## config.mk

```make
export PLATFORM = sky130hd
export DESIGN_NAME = gmux_4way_16
export DESIGN_NICKNAME = d
export VERILOG_FILES = /design/src/rtl/gmux_4way_16.sv
export SDC_FILE = /design/constraint.sdc
export NUM_CORES = 1
export LEC_CHECK = 0
export CORE_MARGIN = 4
export CORE_UTILIZATION = 29
export CTS_BUF_LIST = sky130_fd_sc_hd__clkbuf_8
export CTS_CLUSTER_SIZE = 10
export DETAILED_ROUTE_END_ITERATION = 7
export GPL_TIMING_DRIVEN = 0
export PLACE_DENSITY_LB_ADDON = 0.12
export SYNTH_ARGS = -nofsm -noshare
export SYNTH_HDL_FRONTEND = slang
export SYNTH_SLANG_ARGS = --single-unit
```

## constraint.sdc

```tcl
create_clock -name clk -period 3.8 [get_ports clk]
set_input_delay 0.76 -clock clk [delete_from_list [all_inputs] [get_ports clk]]
set_output_delay 0.76 -clock clk [all_outputs]
set_load 0.02 [all_outputs]
```

## src/rtl/gmux_4way_16.sv

```systemverilog
// 4-way word multiplexer built from gate-level 2-way mux cells.
// The combinational select drives y; a registered copy is kept on y_q.
module gmux_4way_16 #(
  parameter int unsigned WIDTH = 16
) (
  input  logic [WIDTH-1:0] a,
  input  logic [WIDTH-1:0] b,
  input  logic [WIDTH-1:0] c,
  input  logic [WIDTH-1:0] d,
  input  logic [1:0]       sel,
  output logic [WIDTH-1:0] y,
  output logic [WIDTH-1:0] y_q,
  input  logic             clk,
  input  logic             rst_n
);

  logic ns0;
  logic ns1;

  not u_ns0 (ns0, sel[0]);
  not u_ns1 (ns1, sel[1]);

  // Per-bit mux tree: (a,b) and (c,d) on sel[0], then the pair on sel[1].
  // Each cell adds the x&y consensus term so agreeing inputs stay resolved
  // when the select is unknown; it is logically redundant otherwise.
  for (genvar i = 0; i < WIDTH; i++) begin : g_bit
    logic lo;
    logic hi;
    logic lo_a;
    logic lo_b;
    logic lo_k;
    logic hi_c;
    logic hi_d;
    logic hi_k;
    logic out_l;
    logic out_h;
    logic out_k;

    and u_lo_a (lo_a, a[i], ns0);
    and u_lo_b (lo_b, b[i], sel[0]);
    and u_lo_k (lo_k, a[i], b[i]);
    or  u_lo   (lo, lo_a, lo_b, lo_k);

    and u_hi_c (hi_c, c[i], ns0);
    and u_hi_d (hi_d, d[i], sel[0]);
    and u_hi_k (hi_k, c[i], d[i]);
    or  u_hi   (hi, hi_c, hi_d, hi_k);

    and u_out_l (out_l, lo, ns1);
    and u_out_h (out_h, hi, sel[1]);
    and u_out_k (out_k, lo, hi);
    or  u_out   (y[i], out_l, out_h, out_k);
  end

  // Pipeline copy for downstream clocked logic.
  always_ff @(posedge clk or negedge rst_n) begin
    if (!rst_n) begin
      y_q <= '0;
    end else begin
      y_q <= y;
    end
  end

endmodule

```

# == Word level (Yosys, flattened, before mapping) ==
# Index checks and enable logic that the tools add are counted.
# op_classes
magnitude_cmp,0
n_bitwise,146
n_eq_ne,0
div_mod_pow,0
shifts,0
muxes,0
reduce_logical,48
n_mul,0
addsub,0
# op_table
operator,count
$and 1x1->1,144
$reduce_or 3->1,48
$not 1->1,2
# word_totals
reg_bits,16
n_memories,0
rom_bits,0
input_bits,68
output_inout_bits,32
latchBits,0
mem_bits_rw,0

# == Logic depth before layout (Yosys ltp) ==
# Gate-level depths: netlist of run 1.
# logic_depth
ltp_word,5
mapped_depth,3

# == Worst setup path before layout of run 1 ==
# OpenSTA, ideal clock, no wires.
# synth_path
path_type,input -> output
from,in sel[0]
to,out y[0]
path_buffers,2
setup_slack_ns,1.450
arrival_ns,1.590
required_time_ns,3.040
cell_stages,3
cell_sequence,buf_6 > buf_12 > mux4_2
# synth_between
elab_chain_len,5
# synth_rtl
element,line_no,text
start: declaration,10,"input logic [1:0] sel,"
$not 1->1,20,"not u_ns0 (ns0, sel[0]);"
"$and 1x1->1, on equally long branches","39, 44",
"$reduce_or 3->1, on equally long branches","42, 47",
"$and 1x1->1, on equally long branches","49, 50, 51",
$reduce_or 3->1 (*),52,"or u_out (y[i], out_l, out_h, out_k);"
end: declaration,11,"output logic [WIDTH-1:0] y,"
# Every way passes the cells marked *; elsewhere a longest branch is shown, timed or not.

# == Final worst setup path of run 1 ==
# layout_path
from,in b[9]
to,out y[9]
# layout_between
elab_chain_len,4
# layout_rtl
element,line_no,text
start: declaration,7,"input logic [WIDTH-1:0] b,"
"$and 1x1->1, on equally long branches","40, 41",
$reduce_or 3->1 (*),42,"or u_lo (lo, lo_a, lo_b, lo_k);"
"$and 1x1->1, on equally long branches","49, 51",
$reduce_or 3->1 (*),52,
# Marks and branches as above.

==> flow_summary.json, run 1 <==
{
  "synthDominantAreaCellType": "sky130_fd_sc_hd__dfrtp_1",
  "cts_max_level": 1,
  "final-max-slew-violation-count": 0,
  "critical_path_buf_inv_count": 2,
  "max_freq_ghz": 0.331,
  "synth_top_area_share": 0.486,
  "tritoncts": "done",
  "yosys_warnings": 0,
  "cp_top_family": "buffers and inverters",
  "post_synth.cell_area_avg_um2": 22.9,
  "cellLeakagePower_nw": 0.745,
  "grt_start_max_net_pins": 17,
  "report.final.setup_viol": 0,
  "max_cap_viol_count": 0,
  "timing.critical_path.slowest_stage_cell": "sky130_fd_sc_hd__clkdlybuf4s50_1",
  "number_of_global_route_vias_before_repair": 924,
  "hold_path.class": "primary input to flip-flop",
  "final.setup.tns_ps": 0,
  "start_kind": "primary input",
  "synth_cell_type_count": 6,
  "numCtsBuffers": 3,
  "port_buffers": 97,
  "grt_setup_unrepaired": "false",
  "outcome": "finished clean",
  "post_route_cells_drive_above_1_share": 0.131,
  "layout.area.seq_um2": 400,
  "synth_area_um2": 825,
  "timing.critical_path.mode_cell": "sky130_fd_sc_hd__clkdlybuf4s50_1",
  "ctsLongestPathBuffers": 2,
  "place_hpwl_mm": 2.48,
  "post-cts-setup-buffers": 0,
  "timing.critical_path.cells": "clkdlybuf4s50_1 -> mux4_1 -> clkdlybuf4s50_1",
  "synthToLayoutAreaGrowth_pct": 129,
  "max_reg_flops": 16,
  "grt_usage": 0.154,
  "ir_worst_vdd_v": 0.000234,
  "floorplan.core_area_um2": 2730,
  "layout.cells.most_common": "sky130_fd_sc_hd__clkdlybuf4s50_1",
  "slew_headroom": 0.540,
  "fp_rows": 19,
  "vias": 808,
  "boundaryPins": 100,
  "layout_worst_path_cycle_share": 0.794,
  "synthesis.nets": 104,
  "largest_register": "y_q",
  "syn-instance-count": 36,
  "cts_root_buffer": "sky130_fd_sc_hd__clkbuf_8",
  "die_ht_um": 61.3,
  "insertedDiodeCount": 0,
  "critPathMaxStageDelay_ps": 560,
  "cts-hold-fix-buffers": 0,
  "multi_input_gate_area_in_the_final_layout_um2": 383,
  "dieWidth_um": 61.3,
  "floorplan.initialDensity": 0.302,
  "timing_worst_setup_path_type": "primary input to output pin",
  "drt-vias-per-instance": 4.81,
  "seq_area_frac_synth": 0.486,
  "final_hold_viol_count": 0,
  "crit_required_ps": 3040,
  "fin_nets": 206,
  "ys_ff_latch": 16,
  "design.die.area_um2": 3760,
  "placed_cells": 164,
  "fillers": 203,
  "clk_pin_slew_worst_paths_ps": 60,
  "grt_pass1_wl_mm": 4.15,
  "post_cts_resized": 0,
  "cp.depth": 3,
  "clock_sink_count": 16,
  "worst_setup_path_end_kind": "output pin",
  "place_congestion": 0.704,
  "cp_data_arrival_time_ps": 2260,
  "top_flop_regs": "y_q (16)",
  "firstDrtPassIters": 4,
  "first_iter_violations": 17,
  "postRouteWirelength_mm": 2.81,
  "commonest_non_fill_non_tap_cells_in_the_layout": "sky130_fd_sc_hd__clkdlybuf4s50_1 (97), sky130_fd_sc_hd__dfrtp_1 (16), sky130_fd_sc_hd__mux4_2 (10), sky130_fd_sc_hd__mux4_1 (6), sky130_fd_sc_hd__clkbuf_8 (4)",
  "critPathMaxFanout": 2,
  "finalCriticalPeriod_ps": 3020,
  "timing.critical_path.from": "b[9]",
  "ant_nets": 0,
  "post_drt_wl_per_cell_um": 16.7,
  "total_drc_errors_in_the_routed_layout": 0,
  "setup.worst_path.end": "y[9]",
  "powerDensity_nw_per_um2": 302,
  "total_global_routing_overflow": 0,
  "final_cells": 168,
  "synth.area.top_cells": "sky130_fd_sc_hd__dfrtp_1 (49%), sky130_fd_sc_hd__mux4_2 (27%), sky130_fd_sc_hd__mux4_1 (19%)",
  "antenna_violations_before_repair": 0,
  "worst-slew-pin-transition_ps": 688
}
final cells by class:
type,instances,area share
multi-input cells,16,0.203
plain buffers,4,0.0219
clock buffers,4,0.0291
well taps,31,0.0205
flip-flops and latches,16,0.212
repair buffers,97,0.514
synth_stat cells:
master	count
sky130_fd_sc_hd__dfrtp_1	16
sky130_fd_sc_hd__mux4_2	10
sky130_fd_sc_hd__mux4_1	6
sky130_fd_sc_hd__buf_2	2
sky130_fd_sc_hd__buf_12	1
sky130_fd_sc_hd__buf_6	1
worst min path at each step:
stage                 from  endpoint  slack (ps)  cells past startpoint
floorplan            rst_n    y_q[0]         460                      0
global placement    sel[1]    y_q[6]        1140                      2
detailed placement  sel[1]    y_q[7]        1140                      2
CTS                 sel[1]    y_q[7]         890                      2
global route        sel[1]    y_q[7]         910                      2
finish              sel[1]    y_q[6]         880                      2
cells by family after synthesis:
logic type	after synthesis	share of synthesized area
flops	16	0.486
buf+inv	4	0.0501
mux	16	0.464
power breakdown:
part / leakage (nW) / switching (mW) / internal [mW]
combinational: 0.530 / 0.0876 / 0.145
sequential: 0.186 / 0.00410 / 0.187
clock: 0.0288 / 0.0557 / 0.0918
total: 0.745 / 0.147 / 0.424
layer usage:
metal / track usage / up-vias / wire length, µm
li1: - / 360 / -
met1: 0.147 / 383 / 822
met2: 0.298 / 63 / 1600
met3: 0.0545 / 2 / 370
met4: 0.0557 / 0 / 24
met5: 0 / - / 0
through the flow:
stage	util	setup WS (ps)	total power [mW]	hold WS [ps]	area, µm²
6_report	0.691	783	0.571	882	1890
5_1_grt	0.691	730	0.602	910	1890
4_1_cts	0.691	761	0.579	887	1890
3_5_place_dp	0.671	761	0.430	1140	1830
3_3_place_gp	0.671	772	0.427	1140	1830
2_1_floorplan	-	1450	0.285	464	825
Power figures use the tool's default switching activity.
==> run 2, diff against run 1 <==
--- a/config.mk
+++ b/config.mk
@@ -6,7 +6,7 @@
 export NUM_CORES = 1
 export LEC_CHECK = 0
 export CORE_MARGIN = 4
-export CORE_UTILIZATION = 29
+export CORE_UTILIZATION = 24
 export CTS_BUF_LIST = sky130_fd_sc_hd__clkbuf_8
 export CTS_CLUSTER_SIZE = 10
 export DETAILED_ROUTE_END_ITERATION = 7
==> constraint.sdc (replaced) <==
create_clock -name clk -period 2.7 [get_ports clk]
set_input_delay 0.54 -clock clk [delete_from_list [all_inputs] [get_ports clk]]
set_output_delay 0.54 -clock clk [all_outputs]
set_load 0.02 [all_outputs]
==> flow_summary.json, run 2 (synthesis results as in run 1) <==
{
  "insertedDiodeCount": 0,
  "crit_required_ps": 2160,
  "postRouteWirelength_mm": 2.87,
  "die_ht_um": 66.6,
  "post_route_cells_drive_above_1_share": 0.125,
  "antenna_violations_before_repair": 0,
  "total_drc_errors_in_the_routed_layout": 0,
  "fin_worst_hold_slack_ps": 695,
  "largest_register": "y_q",
  "cts_root_buffer": "sky130_fd_sc_hd__clkbuf_8",
  "first_iter_violations": 15,
  "max_freq_ghz": 0.384,
  "ant_nets": 0,
  "start_kind": "primary input",
  "grt_setup_unrepaired": "false",
  "post-cts-setup-buffers": 0,
  "final-max-slew-violation-count": 0,
  "post_cts_resized": 0,
  "cellLeakagePower_nw": 0.738,
  "place_hpwl_mm": 2.54,
  "tritoncts": "done",
  "grt_start_max_net_pins": 17,
  "fin_nets": 206,
  "grt_usage": 0.128,
  "powerDensity_nw_per_um2": 403,
  "worst_setup_path_end_kind": "output pin",
  "place_congestion": 0.743,
  "floorplan.core_area_um2": 3340,
  "p_seq_frac": 0.354,
  "max_reg_flops": 16,
  "boundaryPins": 100,
  "final.setup.tns_ps": 0,
  "final_hold_viol_count": 0,
  "worst-slew-pin-transition_ps": 667,
  "layout.cells.most_common": "sky130_fd_sc_hd__clkdlybuf4s50_1",
  "p_switching_mw": 0.198,
  "holdPathStages": 2,
  "clock_power_share": 0.216,
  "fp_rows": 21,
  "ir_worst_vdd_v": 0.000163,
  "design.die.area_um2": 4440,
  "cp_data_arrival_time_ps": 2070,
  "timing_worst_setup_path_type": "primary input to output pin",
  "firstDrtPassIters": 2,
  "cts_max_level": 1,
  "report.final.setup_viol": 0,
  "synthToLayoutAreaGrowth_pct": 130,
  "final_cells": 182,
  "intPower_mw": 0.566,
  "clk_pin_slew_worst_paths_ps": 60,
  "hold_path.class": "primary input to flip-flop",
  "number_of_global_route_vias_before_repair": 893,
  "drt-vias-per-instance": 4.33,
  "comb_power_share": 0.430,
  "top_flop_regs": "y_q (16)",
  "critPathMaxFanout": 2,
  "outcome": "finished clean",
  "floorplan.initialDensity": 0.247,
  "swShare": 0.259,
  "vias": 788,
  "ctsLongestPathBuffers": 2,
  "cts-hold-fix-buffers": 0,
  "grt_pass1_wl_mm": 4.25,
  "placed_cells": 179,
  "max_cap_viol_count": 0,
  "slew_headroom": 0.554,
  "clock_sink_count": 16,
  "total_global_routing_overflow": 0,
  "dieWidth_um": 66.6,
  "finalCriticalPeriod_ps": 2610,
  "port_buffers": 97,
  "numCtsBuffers": 3,
  "post_drt_wl_per_cell_um": 15.8,
  "total_power_mw": 0.764,
  "layout_worst_path_cycle_share": 0.965,
  "commonest_non_fill_non_tap_cells_in_the_layout": "sky130_fd_sc_hd__clkdlybuf4s50_1 (97), sky130_fd_sc_hd__dfrtp_1 (16), sky130_fd_sc_hd__mux4_2 (10), sky130_fd_sc_hd__mux4_1 (6), sky130_fd_sc_hd__clkbuf_8 (3)"
}
-- run 2: cell types whose count changed in the layout (fill, tap and decap cells not counted), sizes merged --
cell    before  now
clkbuf       4    3
-- run 2: area by class of cell --
class                           count  area (µm²)
Fill cell                         290        1440
Timing Repair Buffer               97         971
Sequential cell                    16         400
Multi-Input combinational cell     16         383
Tap cell                           46        57.6
Clock buffer                        3        41.3
Buffer                              4        41.3
-- run 2: per-stage QoR --
step	area [µm²]	worst slack [ps]	utilization
finish	1890	93.6	0.568
floorplan	825	790	-
CTS	1890	59.4	0.568
global route	1890	62.4	0.568
detailed placement	1850	59.4	0.555
global placement	1850	91.4	0.555
-- run 2: critical path, stage by stage --
cell and delay, ps:
sky130_fd_sc_hd__clkdlybuf4s50_1 420, sky130_fd_sc_hd__mux4_1 540, sky130_fd_sc_hd__clkdlybuf4s50_1 570
-- run 2: power by group through the flow --
stage | registers, mW | clock network, mW | logic, mW
5_1_grt | 0.273 | 0.185 | 0.346
3_3_place_gp | 0.274 | 0 | 0.331
2_1_floorplan | 0.307 | 0 | 0.0942
6_report | 0.270 | 0.165 | 0.329
3_5_place_dp | 0.275 | 0 | 0.334
4_1_cts | 0.270 | 0.173 | 0.335
-- run 2: routing by layer --
| metal | GRT usage | up-vias | wire [µm] | part of all wire |
|---|---|---|---|---|
| met3 | 0.0304 | 2 | 314 | 0.11 |
| met5 | 0 | - | 0 | 0 |
| met1 | 0.141 | 371 | 968 | 0.34 |
| li1 | - | 360 | - | - |
| met4 | 0.0457 | 0 | 31 | 0.011 |
| met2 | 0.238 | 55 | 1550 | 0.54 |
-- run 2: worst paths after layout --
check / slack [ps] / endpoint / start
setup / recovery: 90 / y[9] / a[9]
hold / removal: 700 / y_q[8] / sel[1]
max in group asynchronous: 1560 / y_q[3] / rst_n
min in group asynchronous: 710 / y_q[14] / rst_n
